$ cat config.mk
export PLATFORM = sky130hd
export DESIGN_NAME = elevator_flat
export DESIGN_NICKNAME = d
export VERILOG_FILES = /design/src/rtl/elevator_if.sv /design/src/rtl/elevator.sv /design/src/flat_wrapper.sv
export SDC_FILE = /design/constraint.sdc
export NUM_CORES = 1
export LEC_CHECK = 0
export CAP_MARGIN = 30
export CORE_ASPECT_RATIO = 0.9
export CORE_MARGIN = 2
export CORE_UTILIZATION = 50
export DETAILED_ROUTE_END_ITERATION = 12
export GPL_TIMING_DRIVEN = 1
export PLACE_DENSITY = 0.8
export SYNTH_ARGS = -nofsm -noshare
export SYNTH_HDL_FRONTEND = slang
export SYNTH_SLANG_ARGS = --single-unit
$ cat constraint.sdc
create_clock -name Clk -period 3.6 [get_ports Clk]
set_input_delay 0.54 -clock Clk [delete_from_list [all_inputs] [get_ports Clk]]
set_output_delay 0.54 -clock Clk [all_outputs]
set_load 0.1 [all_outputs]
$ cat src/rtl/elevator_if.sv
// Signal bundle between the three-floor elevator controller and its
// surroundings.
//   I0..I2 : cabin call buttons for floors 0..2 (level, active-high)
//   E0..E2 : landing call buttons for floors 0..2 (level, active-high)
//   S0..S2 : cabin-at-floor sensors for floors 0..2 (active-high)
//   R      : passenger ready / close-door request
//   M      : motor enable
//   D      : travel direction (1 = up, 0 = down), 0 whenever M = 0
//   P      : door open
//   W      : waiting for R
//   S      : one-cycle arrival pulse
// The controller uses the slave modport; the environment uses master.
interface elevator_if;
    logic I0;
    logic I1;
    logic I2;
    logic E0;
    logic E1;
    logic E2;
    logic S0;
    logic S1;
    logic S2;
    logic R;
    logic M;
    logic D;
    logic P;
    logic W;
    logic S;

    modport slave (
        input  I0, I1, I2, E0, E1, E2, S0, S1, S2, R,
        output M, D, P, W, S
    );

    modport master (
        output I0, I1, I2, E0, E1, E2, S0, S1, S2, R,
        input  M, D, P, W, S
    );
endinterface

$ cat src/rtl/elevator.sv
// Moore controller for a three-floor elevator (floors 0, 1, 2).
// Ports:
//   Clk   : system clock, all updates on the rising edge
//   Reset : synchronous, active-low; forces the locate state
//   bus   : elevator_if.slave carrying calls, sensors, R and the
//           M/D/P/W/S outputs
// The outputs are held in flops that are loaded with the decode of the
// next state, so after every edge they equal the decode of the state
// register and there is no combinational path from inputs to outputs.
module elevator (
    input  logic       Clk,
    input  logic       Reset,
    elevator_if.slave  bus
);

    typedef enum logic [3:0] {
        ST_A = 4'd0,   // locate floor
        ST_B = 4'd1,   // idle at floor 0
        ST_C = 4'd2,   // idle at floor 1
        ST_D = 4'd3,   // idle at floor 2
        ST_E = 4'd4,   // door open, waiting for R
        ST_F = 4'd5,   // up 0->2, before floor 1
        ST_G = 4'd6,   // up 1->2
        ST_H = 4'd7,   // up 0->1
        ST_I = 4'd8,   // up, past floor 1
        ST_J = 4'd9,   // down 1->0
        ST_K = 4'd10,  // down 2->0, before floor 1
        ST_L = 4'd11,  // down, past floor 1
        ST_M = 4'd12,  // down 2->1
        ST_P = 4'd13,  // arrived
        ST_T = 4'd14,  // door closing
        ST_U = 4'd15   // door opening
    } state_t;

    state_t state_r;
    state_t next_state_s;

    logic c0_s;
    logic c1_s;
    logic c2_s;

    logic m_r;
    logic d_r;
    logic p_r;
    logic w_r;
    logic s_r;

    logic m_next_s;
    logic d_next_s;
    logic p_next_s;
    logic w_next_s;
    logic s_next_s;

    // A floor is requested when either its cabin or landing button is held.
    assign c0_s = bus.I0 | bus.E0;
    assign c1_s = bus.I1 | bus.E1;
    assign c2_s = bus.I2 | bus.E2;

    // State register and output flops; reset wins over every transition.
    always_ff @(posedge Clk) begin
        if (!Reset) begin
            state_r <= ST_A;
            m_r     <= 1'b0;
            d_r     <= 1'b0;
            p_r     <= 1'b0;
            w_r     <= 1'b0;
            s_r     <= 1'b0;
        end else begin
            state_r <= next_state_s;
            m_r     <= m_next_s;
            d_r     <= d_next_s;
            p_r     <= p_next_s;
            w_r     <= w_next_s;
            s_r     <= s_next_s;
        end
    end

    // Next-state logic; any condition not listed holds the current state.
    always_comb begin
        next_state_s = state_r;
        case (state_r)
            ST_A: begin
                if (bus.S0) begin
                    next_state_s = ST_B;
                end else if (bus.S1) begin
                    next_state_s = ST_C;
                end else if (bus.S2) begin
                    next_state_s = ST_D;
                end else begin
                    next_state_s = state_r;
                end
            end
            // Idle states: a call at the current floor wins, then the
            // farther/other floors in fixed priority order.
            ST_B: begin
                if (c0_s) begin
                    next_state_s = ST_P;
                end else if (c2_s) begin
                    next_state_s = ST_F;
                end else if (c1_s) begin
                    next_state_s = ST_H;
                end else begin
                    next_state_s = state_r;
                end
            end
            ST_C: begin
                if (c1_s) begin
                    next_state_s = ST_P;
                end else if (c2_s) begin
                    next_state_s = ST_G;
                end else if (c0_s) begin
                    next_state_s = ST_J;
                end else begin
                    next_state_s = state_r;
                end
            end
            ST_D: begin
                if (c2_s) begin
                    next_state_s = ST_P;
                end else if (c0_s) begin
                    next_state_s = ST_K;
                end else if (c1_s) begin
                    next_state_s = ST_M;
                end else begin
                    next_state_s = state_r;
                end
            end
            // Moving states watch only the sensor they are heading for.
            ST_F: begin
                if (bus.S1) begin
                    next_state_s = ST_I;
                end else begin
                    next_state_s = state_r;
                end
            end
            ST_I: begin
                if (bus.S2) begin
                    next_state_s = ST_P;
                end else begin
                    next_state_s = state_r;
                end
            end
            ST_H: begin
                if (bus.S1) begin
                    next_state_s = ST_P;
                end else begin
                    next_state_s = state_r;
                end
            end
            ST_G: begin
                if (bus.S2) begin
                    next_state_s = ST_P;
                end else begin
                    next_state_s = state_r;
                end
            end
            ST_J: begin
                if (bus.S0) begin
                    next_state_s = ST_P;
                end else begin
                    next_state_s = state_r;
                end
            end
            ST_K: begin
                if (bus.S1) begin
                    next_state_s = ST_L;
                end else begin
                    next_state_s = state_r;
                end
            end
            ST_L: begin
                if (bus.S0) begin
                    next_state_s = ST_P;
                end else begin
                    next_state_s = state_r;
                end
            end
            ST_M: begin
                if (bus.S1) begin
                    next_state_s = ST_P;
                end else begin
                    next_state_s = state_r;
                end
            end
            ST_P: next_state_s = ST_U;
            ST_U: next_state_s = ST_E;
            ST_E: begin
                if (bus.R) begin
                    next_state_s = ST_T;
                end else begin
                    next_state_s = state_r;
                end
            end
            ST_T: next_state_s = ST_A;
            default: next_state_s = ST_A;
        endcase
    end

    // Output decode of the state being entered; loaded into the output flops.
    always_comb begin
        m_next_s = 1'b0;
        d_next_s = 1'b0;
        p_next_s = 1'b0;
        w_next_s = 1'b0;
        s_next_s = 1'b0;
        case (next_state_s)
            ST_F, ST_I, ST_H, ST_G: begin
                m_next_s = 1'b1;
                d_next_s = 1'b1;
            end
            ST_J, ST_K, ST_L, ST_M: begin
                m_next_s = 1'b1;
                d_next_s = 1'b0;
            end
            ST_P: begin
                p_next_s = 1'b1;
                s_next_s = 1'b1;
            end
            ST_U: begin
                p_next_s = 1'b1;
            end
            ST_E: begin
                p_next_s = 1'b1;
                w_next_s = 1'b1;
            end
            default: begin
                m_next_s = 1'b0;
                d_next_s = 1'b0;
                p_next_s = 1'b0;
                w_next_s = 1'b0;
                s_next_s = 1'b0;
            end
        endcase
    end

    assign bus.M = m_r;
    assign bus.D = d_r;
    assign bus.P = p_r;
    assign bus.W = w_r;
    assign bus.S = s_r;

endmodule

$ cat src/flat_wrapper.sv
// flat-port wrapper written by rule: the top's interface ports become plain ports
module elevator_flat 
  (Clk, Reset, bus_I0, bus_I1, bus_I2, bus_E0, bus_E1, bus_E2, bus_S0, bus_S1, bus_S2, bus_R, bus_M, bus_D, bus_P, bus_W, bus_S);
  elevator_if bus_i ();
  input  logic Clk;
  input  logic Reset;
  input wire logic [$bits(bus_i.I0)-1:0] bus_I0;
  input wire logic [$bits(bus_i.I1)-1:0] bus_I1;
  input wire logic [$bits(bus_i.I2)-1:0] bus_I2;
  input wire logic [$bits(bus_i.E0)-1:0] bus_E0;
  input wire logic [$bits(bus_i.E1)-1:0] bus_E1;
  input wire logic [$bits(bus_i.E2)-1:0] bus_E2;
  input wire logic [$bits(bus_i.S0)-1:0] bus_S0;
  input wire logic [$bits(bus_i.S1)-1:0] bus_S1;
  input wire logic [$bits(bus_i.S2)-1:0] bus_S2;
  input wire logic [$bits(bus_i.R)-1:0] bus_R;
  output wire logic [$bits(bus_i.M)-1:0] bus_M;
  output wire logic [$bits(bus_i.D)-1:0] bus_D;
  output wire logic [$bits(bus_i.P)-1:0] bus_P;
  output wire logic [$bits(bus_i.W)-1:0] bus_W;
  output wire logic [$bits(bus_i.S)-1:0] bus_S;
  assign bus_i.I0 = bus_I0;
  assign bus_i.I1 = bus_I1;
  assign bus_i.I2 = bus_I2;
  assign bus_i.E0 = bus_E0;
  assign bus_i.E1 = bus_E1;
  assign bus_i.E2 = bus_E2;
  assign bus_i.S0 = bus_S0;
  assign bus_i.S1 = bus_S1;
  assign bus_i.S2 = bus_S2;
  assign bus_i.R = bus_R;
  assign bus_M = bus_i.M;
  assign bus_D = bus_i.D;
  assign bus_P = bus_i.P;
  assign bus_W = bus_i.W;
  assign bus_S = bus_i.S;
  elevator u_core (.Clk(Clk), .Reset(Reset), .bus(bus_i));
endmodule
-- Word level (Yosys, flattened, before mapping)
Index checks and enable logic that the tools add are counted.
- flip-flop bits (word level): 9
- input bits: 12
- output and inout bits: 5
- equal/unequal tests: 26
- multiplexer cells: 24
- bitwise logic cells: 3
- reduce and logical (&&, ||, !) cells: 7
- operators with widths (cell ; number):
    2-to-1 mux 4 bit ; 18
    equality test 4 bit (second input constant) ; 15
    one-hot mux 4 bit (13 select lines) ; 1
    equality test 4 x 3 -> 1 bit (second input constant) ; 8
    equality test 4 x 2 -> 1 bit (second input constant) ; 2
    OR reduction 8 bit ; 1
    OR reduction 2 bit ; 3
    2-to-1 mux 1 bit ; 5
    equality test 4 x 1 -> 1 bit (second input constant) ; 1
    zero test 4 bit ; 1
    OR reduction 4 bit ; 1
    OR 1 bit ; 3
    OR reduction 3 bit ; 1

-- Logic depth before layout (Yosys ltp)
Gate-level depths: netlist (run 1).
- word-level depth: 8
- gate-level depth with buffers: 8

-- Least setup slack after synthesis (run 1)
No wires, ideal clock.
- path kind: input-to-reg
- start point: input port bus_E0
- end point: register u_core.d_r, in the netlist u_core.bus.D
- library setup time: 0.084 ns
- arrival time: 1.888 ns
- data required time: 3.516 ns
- setup slack: 1.627 ns
- stages: 6
- buffers on the path: 0
- cell sequence: or2_1 o2111ai_1 nand3_1 a221o_1 or2_4 o31ai_2
- cells in the longest elaborated chain, start to end: 8
- elaborated cells between the ends (all ways): 14
- RTL lines (item ; line ; text):
    start: declaration ; flat_wrapper.sv:10 ; input wire logic [$bits(bus_i.E0)-1:0] bus_E0;
    OR 1 bit (*) ; elevator.sv:55 ; assign c0_s = bus.I0 | bus.E0;
    2-to-1 mux 4 bit ; elevator.sv:111 ; end else if (c0_s) begin
    2-to-1 mux 4 bit ; elevator.sv:109 ; end else if (c2_s) begin
    2-to-1 mux 4 bit ; elevator.sv:107 ; if (c1_s) begin
    one-hot mux 4 bit (13 select lines) (*) ; elevator.sv:81 ; case (state_r)
    equality test 4 x 3 -> 1 bit / equality test 4 bit (equally long branches) ; elevator.sv:206 ; case (next_state_s)
    OR reduction 4 bit (*) ; -- ;
    2-to-1 mux 1 bit (*) ; elevator.sv:206 ;
    end signal: assignment ; elevator.sv:71 ; d_r <= d_next_s;
    end: declaration ; elevator.sv:43 ; logic d_r;
Every way passes the cells marked *; elsewhere a longest branch is shown, timed or not.
A chain may end at the register's enable or synchronous reset.

-- Final worst setup path (run 1)
- start point: register u_core.state_r[3]
- end point: register u_core.d_r, in the netlist u_core.bus.D
- cells in the longest elaborated chain, start to end: 7
- elaborated cells between the ends (all ways): 44
- RTL lines (item ; line ; text):
    start: declaration ; elevator.sv:35 ; state_t state_r;
    start signal: assignment ; elevator.sv:69 ; state_r <= next_state_s;
    2-to-1 mux 4 bit, on equally long branches (3 in series) ; -- ;
    one-hot mux 4 bit (13 select lines) (*) ; elevator.sv:81 ;
    equality test 4 x 3 -> 1 bit / equality test 4 bit (equally long branches) ; elevator.sv:206 ;
    OR reduction 4 bit (*) ; -- ;
    2-to-1 mux 1 bit (*) ; elevator.sv:206 ;
Marks and branches as above.

==> results of run 1 <==
## critical path: stages, from the launching register on
cell	delay, ps
dfxtp_1	720
nand2b_1	310
o21ai_0	110
a32o_1	290
a221o_1	380
or2_4	290
o31ai_2	190
## final cells by class
type	count	area, sq um
Multi-Input combinational cell	90	576.8
Fill cell	122	534.3
Sequential cell	9	180.2
Timing Repair Buffer	16	160.2
Tap cell	22	27.53
Clock buffer	4	26.28
Inverter	2	7.507
## flip-flops by register name (all words and copies together), names as in the netlist
name            flops
u_core.bus.D        1
u_core.bus.W        1
u_core.bus.M        1
u_core.bus.S        1
u_core.state_r      4
u_core.bus.P        1
## kinds of logic after synthesis
| family | count (synthesis) |
|---|---|
| buffers and inverters | 10 |
| flip-flops | 9 |
| AND/OR/NAND/NOR | 51 |
| AO/OA/AOI/OAI | 39 |
## cell usage after synthesis, drive strengths merged, types with 2 or more instances
cell    instances
a32o            2
nand3           6
a31oi           2
or2             4
clkbuf          3
nand2           5
o21ai           9
nor2           11
dfxtp           9
a21o            2
nand2b          6
inv             2
and2            4
nand4b          2
o21bai          2
buf             5
a211oi          2
nor4            3
a21oi           6
nor3            4
## final timing paths
check / end / slack [ps] / cells past startpoint
min: u_core.bus.D / 950 / 3
max: u_core.bus.D / 1240 / 6
min reg2reg: u_core.bus.S / 1030 / 4
max reg2reg: u_core.bus.D / 1240 / 6
## where the power goes
group,switching (mW),total (mW),internal (mW)
registers,0.114,0.251,0.138
logic,0.349,0.604,0.254
clock network,0.0315,0.0739,0.0425
total,0.494,0.929,0.434
## through the flow
stage	hold WS [ps]	instance area (sq um)
6_report	946.9	978.4
5_1_grt	952.5	978.4
4_1_cts	942.9	978.4
3_5_place_dp	996.4	952.2
3_3_place_gp	981.3	952.2
2_1_floorplan	661.7	835.8
## per-layer routing
metal | global-route usage | up-vias | part of all wire
met4 | 0.04444 | 0 | 0
li1 | - | 442 | -
met1 | 0.3033 | 393 | 0.45
met2 | 0.3205 | 36 | 0.47
met3 | 0.08085 | 0 | 0.078
met5 | 0 | - | 0
==> results.txt, run 1 <==
----------------------------------------------------
[Drt]
  Wire length after detailed routing ... 1.912 mm
  Post-route DRC ... 0
  Antenna violation net count after detailed routing ... 0
  Average via count per standard cell ... 6.091
  Average detailed-routed wire length per instance ... 13.37 um
  Number of search-and-repair iterations in the first detailed-routing pass ... 4
  Via total after detailed routing ... 871
  Violation count after the first detailed-route iteration ... 44

[Placed design]
  Worst setup slack after placement ... 990.0 ps
  Number of port buffers ... 16
  Final weighted congestion in routability-driven placement ... 0.8714
  Post-DP HPWL ... about 1.5 mm
  Cell count after placement ... 139

[STA]
  Min Clock Period, post-route ... between 2000 and 2500 ps
  Clock tree skew after final layout ... 2.850 ps
  Hold Fails Final Rpt ... 0
  RSZ-0062 raised after global routing ... no
  Final period util ... 0.6559
  Final setup vio count ... 0
  Actual transition at the worst max-transition pin ... 972.4 ps
  Number of slew-limit violations in the final report ... 0
  Highest clock rate ... roughly 0.42 GHz
  Worst path setup slack after routing ... 1239 ps
  Relative slew margins ... 0.3497
  Total negative slack for setup checks ... 0 ps

[Logic synthesis]
  Number of distinct standard cells referenced by the synthesized netlist ... 48
  Area share of xor/xnor cells in the synthesized design ... 0
  Share of synthesized area occupied by flip-flops and latches ... 0.2156
  Total nets after synthesis ... 121
  Post-synthesis mux area share ... 0
  Mean instance size in the synthesized netlist ... 7.668 sq um
  Fraction of registers with async set or reset after synthesis ... 0
  Area share of the leading cell type in the synthesized netlist ... 0.2156
  Adder-Cell Fraction of Synth Area ... 0
  Yosys top cell by area ... dfxtp_1
  Post-Synthesis Cells ... around 110
  Synth area leaders ... dfxtp_1 22%, o21ai_0 5.4%, nor2_1 4.9%
  Yosys Warn Count ... 0
  Number of synthesized flops with an enable pin ... 0
  Compound-cell area share of the yosys netlist ... 0.3443
  Dominant register cell in the synthesized netlist ... dfxtp_1
  Yosys reg bits ... 9
  Simple-Gate Fraction of Synth Area ... 0.3458
  Post-synthesis instance area ... 835.8 sq um
  Largest family of logic cells by synthesized area ... simple AND/OR/NAND/NOR gates

[Critical path]
  Kind of capture point of the worst setup path ... register
  Required time at the worst-slack endpoint ... 3780 ps
  Category of the worst setup path launch point ... register
  Crit path kind ... reg2reg
  Crit path launch ... u_core.state_r[3]
  Maximum fanout encountered on the critical timing path ... 20
  Startpoint of the worst register-to-register path ... u_core.state_r[3]
  Arrival time worst endpoint ... 2540 ps

[Finish]
  Antenna cell count ... 0
  Layout cell share with drive strength beyond 1 ... 0.1157
  Final cell utilization of the core ... 0.6468
  Final layout net count ... 134
  Final std cells w/o fill ... 143
  Commonest non-fill, non-tap cell in the layout ... clkdlybuf4s50_1
  Commonest cells after routing, fill and taps aside ... 16 x clkdlybuf4s50_1, 11 x nor2_1, 9 x o21ai_0, 9 x dfxtp_1
  Synthesis-to-finish area growth ... 17.07%

[Power and ir drop]
  Leak pwr ... between 0.3 and 0.4 nW
  Post-layout total power ... ~0.93 mW
  Largest vdd supply drop ... 0.5688 mV
  Power density over cell area ... approximately 950 mW/mm^2

[CTS]
  Clk slew on worst S/H paths ... about 60 ps
  Post-cts gate resize count ... 0
  Latest clock arrival within the worst-skew pair ... 250 ps
  Number of buffers created by CTS ... 3
  Buffer count from post-CTS setup fixing ... 0
  H-tree depth ... 1
  Hold_buf cts ... 0
  Clock root buffer master ... clkbuf_4
  Buffer levels on the longest clock path ... 2
  Clock tree from TritonCTS ... done
  Sinks on the clock net ... 9

[Floorplanning]
  Die Height ... 42.79 um
  Total number of placement rows ... 13
  Effective utilization at floorplan ... 0.5525
  Core Region ... 0.001513 sq mm
  Die Area ... around 0.002 sq mm
  X dimension of the die ... about 47 um
  Top-level I/O count ... 17

[Flow run]
  Max Cap Viol ... 0

[Hold path]
  Hold crit path type ... in2reg
  Hold Crit Start ... Reset

[Global routing]
  Maximum number of pins on one net before global-route repair ... 24
  Initial antenna violation count ... 0
  Via count of the first global-routing pass ... 738
  Gr ovfl total ... 0
  First-pass GRT wire length ... 3.187 mm
  Global-route total usage across every layer ... 0.2185

[Status]
  Status ... complete, no violations

----------------------------------------------------
No activity file was read; power rests on OpenSTA's default activity.
==> run 2, diff against run 1 <==
- clock period: 3.6 -> 2.2 ns (I/O delays scaled with it)
==> results.txt, run 2 (same netlist as run 1, synthesis figures left out) <==
----------------------------------------------------
[Power and ir drop]
  Leak pwr ... 0.4158 nW (was 0.3317 nW)
  Power density over cell area ... 1613 mW/mm^2 (was 949.3 mW/mm^2)
  Largest vdd supply drop ... 0.9512 mV (was 0.5688 mV)
  Post-layout total power ... 1.753 mW (was 0.9289 mW)

[Placed design]
  Cell count after placement ... 154 (was 139)
  Placed inst area ... 0.001052 sq mm (was 952.2 sq um)
  Post-DP HPWL ... 1.854 mm (was 1.466 mm)
  Final weighted congestion in routability-driven placement ... 0.9600 (was 0.8714)
  Number of port buffers ... 16 (unchanged)

[Global routing]
  First-pass GRT wire length ... 3.939 mm (was 3.187 mm)
  Initial antenna violation count ... 0 (unchanged)
  Maximum number of pins on one net before global-route repair ... 24 (unchanged)
  Via count of the first global-routing pass ... 874 (was 738)
  Gr ovfl total ... 0 (unchanged)
  Global-route total usage across every layer ... 0.2715 (was 0.2185)

[Finish]
  Layout cell share with drive strength beyond 1 ... 0.2721 (was 0.1157)
  Antenna cell count ... 0 (unchanged)
  Final layout net count ... 149 (was 134)
  Max reg flops ... 4 (unchanged)
  Final std cells w/o fill ... 158 (was 143)
  Commonest cells after routing, fill and taps aside ... 20 x buf_4, 11 x nor2_1, 11 x clkdlybuf4s50_1, 9 x o21ai_0, 7 x dfxtp_1 (was 16 x clkdlybuf4s50_1, 11 x nor2_1, 9 x o21ai_0, 9 x dfxtp_1)
  Synthesis-to-finish area growth ... 30.09% (was 17.07%)
  Largest register by flop count ... u_core.state_r (unchanged)
  Filler cell count in the final layout ... 114 (was 122)
  Cell area after layout ... 0.001087 sq mm (was 978.4 sq um)
  Commonest non-fill, non-tap cell in the layout ... buf_4 (was clkdlybuf4s50_1)

[STA]
  Total negative slack for setup checks ... 0 ps (unchanged)
  Hold Fails Final Rpt ... 0 (unchanged)
  Clock tree skew after final layout ... 0.6758 ps (was 2.850 ps)
  Highest clock rate ... 0.4837 GHz
  Final setup vio count ... 0 (unchanged)
  Final period util ... 0.9398
  Actual transition at the worst max-transition pin ... 368.3 ps (was 972.4 ps)
  Min Clock Period, post-route ... 2067 ps
  Worst hold margin ... 754.7 ps (was 946.9 ps)
  RSZ-0062 raised after global routing ... no (unchanged)
  Number of slew-limit violations in the final report ... 0 (unchanged)
  Relative slew margins ... 0.7481 (was 0.3497)

[Drt]
  Wire length after detailed routing ... 2.427 mm (was 1.912 mm)
  Violation count after the first detailed-route iteration ... 71 (was 44)
  Average detailed-routed wire length per instance ... 15.36 um (was 13.37 um)
  Post-route DRC ... 0 (unchanged)
  Antenna violation net count after detailed routing ... 0 (unchanged)
  Number of search-and-repair iterations in the first detailed-routing pass ... 4 (unchanged)
  Average via count per standard cell ... 6.329 (was 6.091)
  Via total after detailed routing ... 1000 (was 871)

[CTS]
  Clk slew on worst S/H paths ... 60 ps (about the same)
  H-tree depth ... 1 (unchanged)
  Clock tree from TritonCTS ... done (unchanged)
  Buffer levels on the longest clock path ... 2 (unchanged)
  Clock root buffer master ... clkbuf_4 (unchanged)
  Latest clock arrival within the worst-skew pair ... 270 ps (was 250 ps)
  Sinks on the clock net ... 9 (unchanged)
  Number of buffers created by CTS ... 3 (unchanged)

[Status]
  Status ... complete, no violations (unchanged)

[Critical path]
  Reg2Reg Capture Point ... u_core.bus.D (unchanged)
  Category of the worst setup path launch point ... input port (was register)
  Maximum fanout encountered on the critical timing path ... 3 (was 20)
  Crit path launch ... bus_E1 (was u_core.state_r[3])
  Required time at the worst-slack endpoint ... 2390 ps (was 3780 ps)
  Kind of capture point of the worst setup path ... register (unchanged)
  Register-to-register setup slack ... 190 ps (was 1240 ps)
  Arrival time worst endpoint ... 2260 ps (was 2540 ps)
  Worst-case reg-to-reg path depth ... 6 (unchanged)
  Startpoint of the worst register-to-register path ... u_core.state_r[1] (was u_core.state_r[3])
  Worst Setup EP ... u_core.bus.D (unchanged)
  Crit path kind ... in2reg (was reg2reg)

[Floorplanning]
  Core Region ... 0.001513 sq mm (unchanged)
  Effective utilization at floorplan ... 0.5525 (unchanged)
  Die Area ... 0.002015 sq mm (unchanged)
  Top-level I/O count ... 17 (unchanged)
  X dimension of the die ... 47.10 um (unchanged)
  Die Height ... 42.79 um (unchanged)
  Total number of placement rows ... 13 (unchanged)

[Flow run]
  Max Cap Viol ... 0 (unchanged)

[Hold path]
  Hold crit path type ... in2reg (unchanged)

----------------------------------------------------
## run 2: cell count changes in the layout (fill, tap and decap cells not counted), sizes merged
cell | previous run | this run
buf | 0 | 20
clkdlybuf4s50 | 16 | 11
## run 2: how the worst min path moves through the flow
stage                            start                end  cells after the start
final                            Reset       u_core.bus.D                      3
after CTS                        Reset       u_core.bus.D                      3
after global placement    u_core.bus.S              bus_S                      1
after detailed placement  u_core.bus.M              bus_M                      1
after global routing             Reset  u_core.state_r[0]                      2
after floorplan                  Reset  u_core.state_r[0]                      1
## run 2: final cells by class
cell class	instances	area, sq um	share of cell area
inverter	2	7.507	0.006905
sequential	9	182.7	0.1680
tap	22	27.53	0.02532
timing repair buffer	31	260.3	0.2394
multi-input combinational	90	583.1	0.5362
clock buffer	4	26.28	0.02417
## run 2: stage by stage
| step | utilization | setup WS, ps |
|---|---|---|
| after CTS | 0.7130 | 108.4 |
| after global placement | 0.6956 | -78.68 |
| after detailed placement | 0.6956 | -137.0 |
| after global routing | 0.7188 | 27.29 |
| final | 0.7188 | 132.5 |
| after floorplan | - | 437.2 |
## run 2: where the power goes
part           switching, mW  leakage, nW  internal, mW
logic                  0.725        0.326         0.547
registers              0.117       0.0746         0.229
clock network         0.0643       0.0150        0.0702
total                  0.906        0.416         0.847
## run 2: metal layers
layer  global-route usage  part of all wire  routed length (um)  vias up
met5                    0                 0                   0        -
met4              0.08889             0.020                  48        0
met3              0.08085              0.12                 283       11
met2               0.3753              0.44                1064       76
met1               0.3953              0.42                1031      443
li1                     -                 -                   -      470
## run 2: repair_timing
action,in CTS,in global routing
buffers inserted,0,0
hold buffers,0,0
endpoints found under the setup margin,0,5
resized for setup,0,3
## run 2: worst max-delay path, stage by stage
cell and delay [ps]:
clkdlybuf4s50_1 450, or2_2 340, a21o_2 210, a22oi_1 220
a31oi_1 220, or2_4 290, o31ai_2 200
==> run 3, diff against run 2 <==
- clock period: 2.2 -> 2.65 ns (I/O delays scaled with it)
==> results.txt, run 3 (same netlist as run 1, synthesis figures left out) <==
----------------------------------------------------
[Status]
  Status ... complete, no violations (unchanged)

[Global routing]
  Initial antenna violation count ... 0 (unchanged)
  Maximum number of pins on one net before global-route repair ... 24 (unchanged)
  Global-route total usage across every layer ... 0.2281 (was 0.2715)
  First-pass GRT wire length ... 3.367 mm (was 3.939 mm)
  Via count of the first global-routing pass ... 787 (was 874)
  Gr ovfl total ... 0 (unchanged)

[Drt]
  Violation count after the first detailed-route iteration ... 47 (was 71)
  Wire length after detailed routing ... 2.052 mm (was 2.427 mm)
  Via total after detailed routing ... 886 (was 1000)
  Post-route DRC ... 0 (unchanged)
  Average via count per standard cell ... 6.027 (was 6.329)
  Antenna violation net count after detailed routing ... 0 (unchanged)
  Average detailed-routed wire length per instance ... 13.96 um (was 15.36 um)
  Number of search-and-repair iterations in the first detailed-routing pass ... 4 (unchanged)

[Power and ir drop]
  Seq pwr share ... 0.225 (was 0.198)
  Power density over cell area ... 1294 mW/mm^2 (was 1613 mW/mm^2)
  Part of the power in the clock network ... 0.078 (was 0.077)
  P_sw ... 0.6782 mW (was 0.9064 mW)
  Largest vdd supply drop ... 0.7375 mV (was 0.9512 mV)
  Share of total power consumed by net switching ... 0.5264 (was 0.5170)
  Combinational share of power ... 0.697 (was 0.726)
  Leak pwr ... 0.3605 nW (was 0.4158 nW)
  Int Power ... 0.6102 mW (was 0.8469 mW)

[CTS]
  Number of buffers created by CTS ... 3 (unchanged)
  Sinks on the clock net ... 9 (unchanged)
  Clk slew on worst S/H paths ... 60 ps (about the same)
  Clock root buffer master ... clkbuf_4 (unchanged)
  H-tree depth ... 1 (unchanged)
  Clock tree from TritonCTS ... done (unchanged)
  Latest clock arrival within the worst-skew pair ... 260 ps (was 270 ps)
  Hold_buf cts ... 0 (unchanged)
  Buffer count from post-CTS setup fixing ... 0 (unchanged)
  Buffer levels on the longest clock path ... 2 (unchanged)
  Post-cts gate resize count ... 0 (unchanged)

[Critical path]
  Kind of capture point of the worst setup path ... register (unchanged)
  Crit path kind ... in2reg (unchanged)
  Reg2Reg Capture Point ... u_core.bus.M (was u_core.bus.D)
  Maximum fanout encountered on the critical timing path ... 5 (was 3)
  Startpoint of the worst register-to-register path ... u_core.state_r[2] (was u_core.state_r[1])
  Required time at the worst-slack endpoint ... 2800 ps (was 2390 ps)
  Category of the worst setup path launch point ... input port (unchanged)
  Arrival time worst endpoint ... 2410 ps (was 2260 ps)
  Worst-case reg-to-reg path depth ... 6 (unchanged)
  Register-to-register setup slack ... 550 ps (was 190 ps)

[Finish]
  Largest register by flop count ... u_core.state_r (unchanged)
  Max reg flops ... 4 (unchanged)
  Final std cells w/o fill ... 147 (was 158)
  Area taken by flip-flops and latches ... 180.2 sq um (was 182.7 sq um)
  Commonest cells after routing, fill and taps aside ... 11 x nor2_1, 11 x clkdlybuf4s50_1, 9 x o21ai_0, 9 x buf_4, 9 x dfxtp_1 (was 20 x buf_4, 11 x nor2_1, 11 x clkdlybuf4s50_1, 9 x o21ai_0, 7 x dfxtp_1)
  Antenna cell count ... 0 (unchanged)
  Synthesis-to-finish area growth ... 19.16% (was 30.09%)
  Layout cell share with drive strength beyond 1 ... 0.1840 (was 0.2721)
  Final layout net count ... 138 (was 149)
  Final cell utilization of the core ... 0.6584 (was 0.7188)
  Filler cell count in the final layout ... 139 (was 114)
  Footprint of the multi-input gates ... 576.8 sq um (was 583.1 sq um)

[STA]
  Relative slew margins ... 0.5241 (was 0.7481)
  Final setup vio count ... 0 (unchanged)
  Total negative slack for setup checks ... 0 ps (unchanged)
  Final period util ... 0.8506
  Clock tree skew after final layout ... 4.149 ps (was 0.6758 ps)
  Actual transition at the worst max-transition pin ... 712.9 ps (was 368.3 ps)
  Highest clock rate ... about 0.44 GHz
  Worst path setup slack after routing ... 395.8 ps (was 132.5 ps)
  Min Clock Period, post-route ... 2254 ps
  RSZ-0062 raised after global routing ... no (unchanged)
  Number of slew-limit violations in the final report ... 0 (unchanged)
  Hold Fails Final Rpt ... 0 (unchanged)

[Flow run]
  Max Cap Viol ... 0 (unchanged)

[Floorplanning]
  Total number of placement rows ... 13 (unchanged)
  X dimension of the die ... 47.10 um (unchanged)
  Die Height ... 42.79 um (unchanged)
  Core Region ... 0.001513 sq mm (unchanged)
  Top-level I/O count ... 17 (unchanged)
  Die Area ... 0.002015 sq mm (unchanged)
  Effective utilization at floorplan ... 0.5525 (unchanged)

[Placed design]
  Post-DP HPWL ... 1.645 mm (was 1.854 mm)
  Worst setup slack after placement ... 160.7 ps (was -137.0 ps)
  Final weighted congestion in routability-driven placement ... 0.9106 (was 0.9600)
  Number of port buffers ... 16 (unchanged)
  Cell count after placement ... 143 (was 154)

[Hold path]
  Hold Crit Start ... Reset (unchanged)
  Hold crit path type ... in2reg (unchanged)
  End point of the most critical hold path ... u_core.bus.D (unchanged)
  Number of cells traversed by the worst hold path ... 3 (unchanged)

----------------------------------------------------
## run 3: per-stage QoR
| step | area, sq um | hold WS [ps] | total power, mW |
|---|---|---|---|
| 6_report | 996.0 | 801.8 | 1.288 |
| 3_3_place_gp | 969.7 | 893.4 | 1.162 |
| 4_1_cts | 996.0 | 791.9 | 1.282 |
| 2_1_floorplan | 835.8 | 519.2 | 1.043 |
| 3_5_place_dp | 969.7 | 896.1 | 1.175 |
| 5_1_grt | 996.0 | 798.3 | 1.384 |
## run 3: how the worst max path moves through the flow
stage | from | endpoint
after floorplan | bus_E0 | u_core.bus.D
after global placement | bus_E0 | u_core.bus.M
after detailed placement | bus_E0 | u_core.bus.M
after CTS | bus_E0 | u_core.bus.M
after global routing | bus_I0 | u_core.bus.M
final | bus_I0 | u_core.bus.M
## run 3: worst max-delay path, stage by stage
cell and delay, ps:
clkdlybuf4s50_1 480, nor4_1 490, a2111oi_0 200, o22a_1 240, o211a_1 270, o211ai_2 90
a21bo_2 240
## run 3: final cells by class
cell class / instances / area share
Sequential cell: 9 / 0.1809
Timing Repair Buffer: 20 / 0.1784
Clock buffer: 4 / 0.02638
Multi-Input combinational cell: 90 / 0.5791
Tap cell: 22 / 0.02764
Inverter: 2 / 0.007538
## run 3: metal layers
metal | GRT usage | share of wire | vias to the layer above
met5 | 0 | 0 | -
met4 | 0.03333 | 0 | 0
met3 | 0.07660 | 0.094 | 0
met2 | 0.3562 | 0.48 | 43
met1 | 0.3069 | 0.43 | 397
li1 | - | - | 446
## run 3: power groups by stage
stage                     clock network [mW]  logic (mW)  registers (mW)
after floorplan                            0       0.690           0.354
after global placement                     0       0.874           0.288
after detailed placement                   0       0.884           0.292
after CTS                              0.105       0.888           0.288
after global routing                   0.113       0.970           0.301
final                                  0.101       0.898           0.289
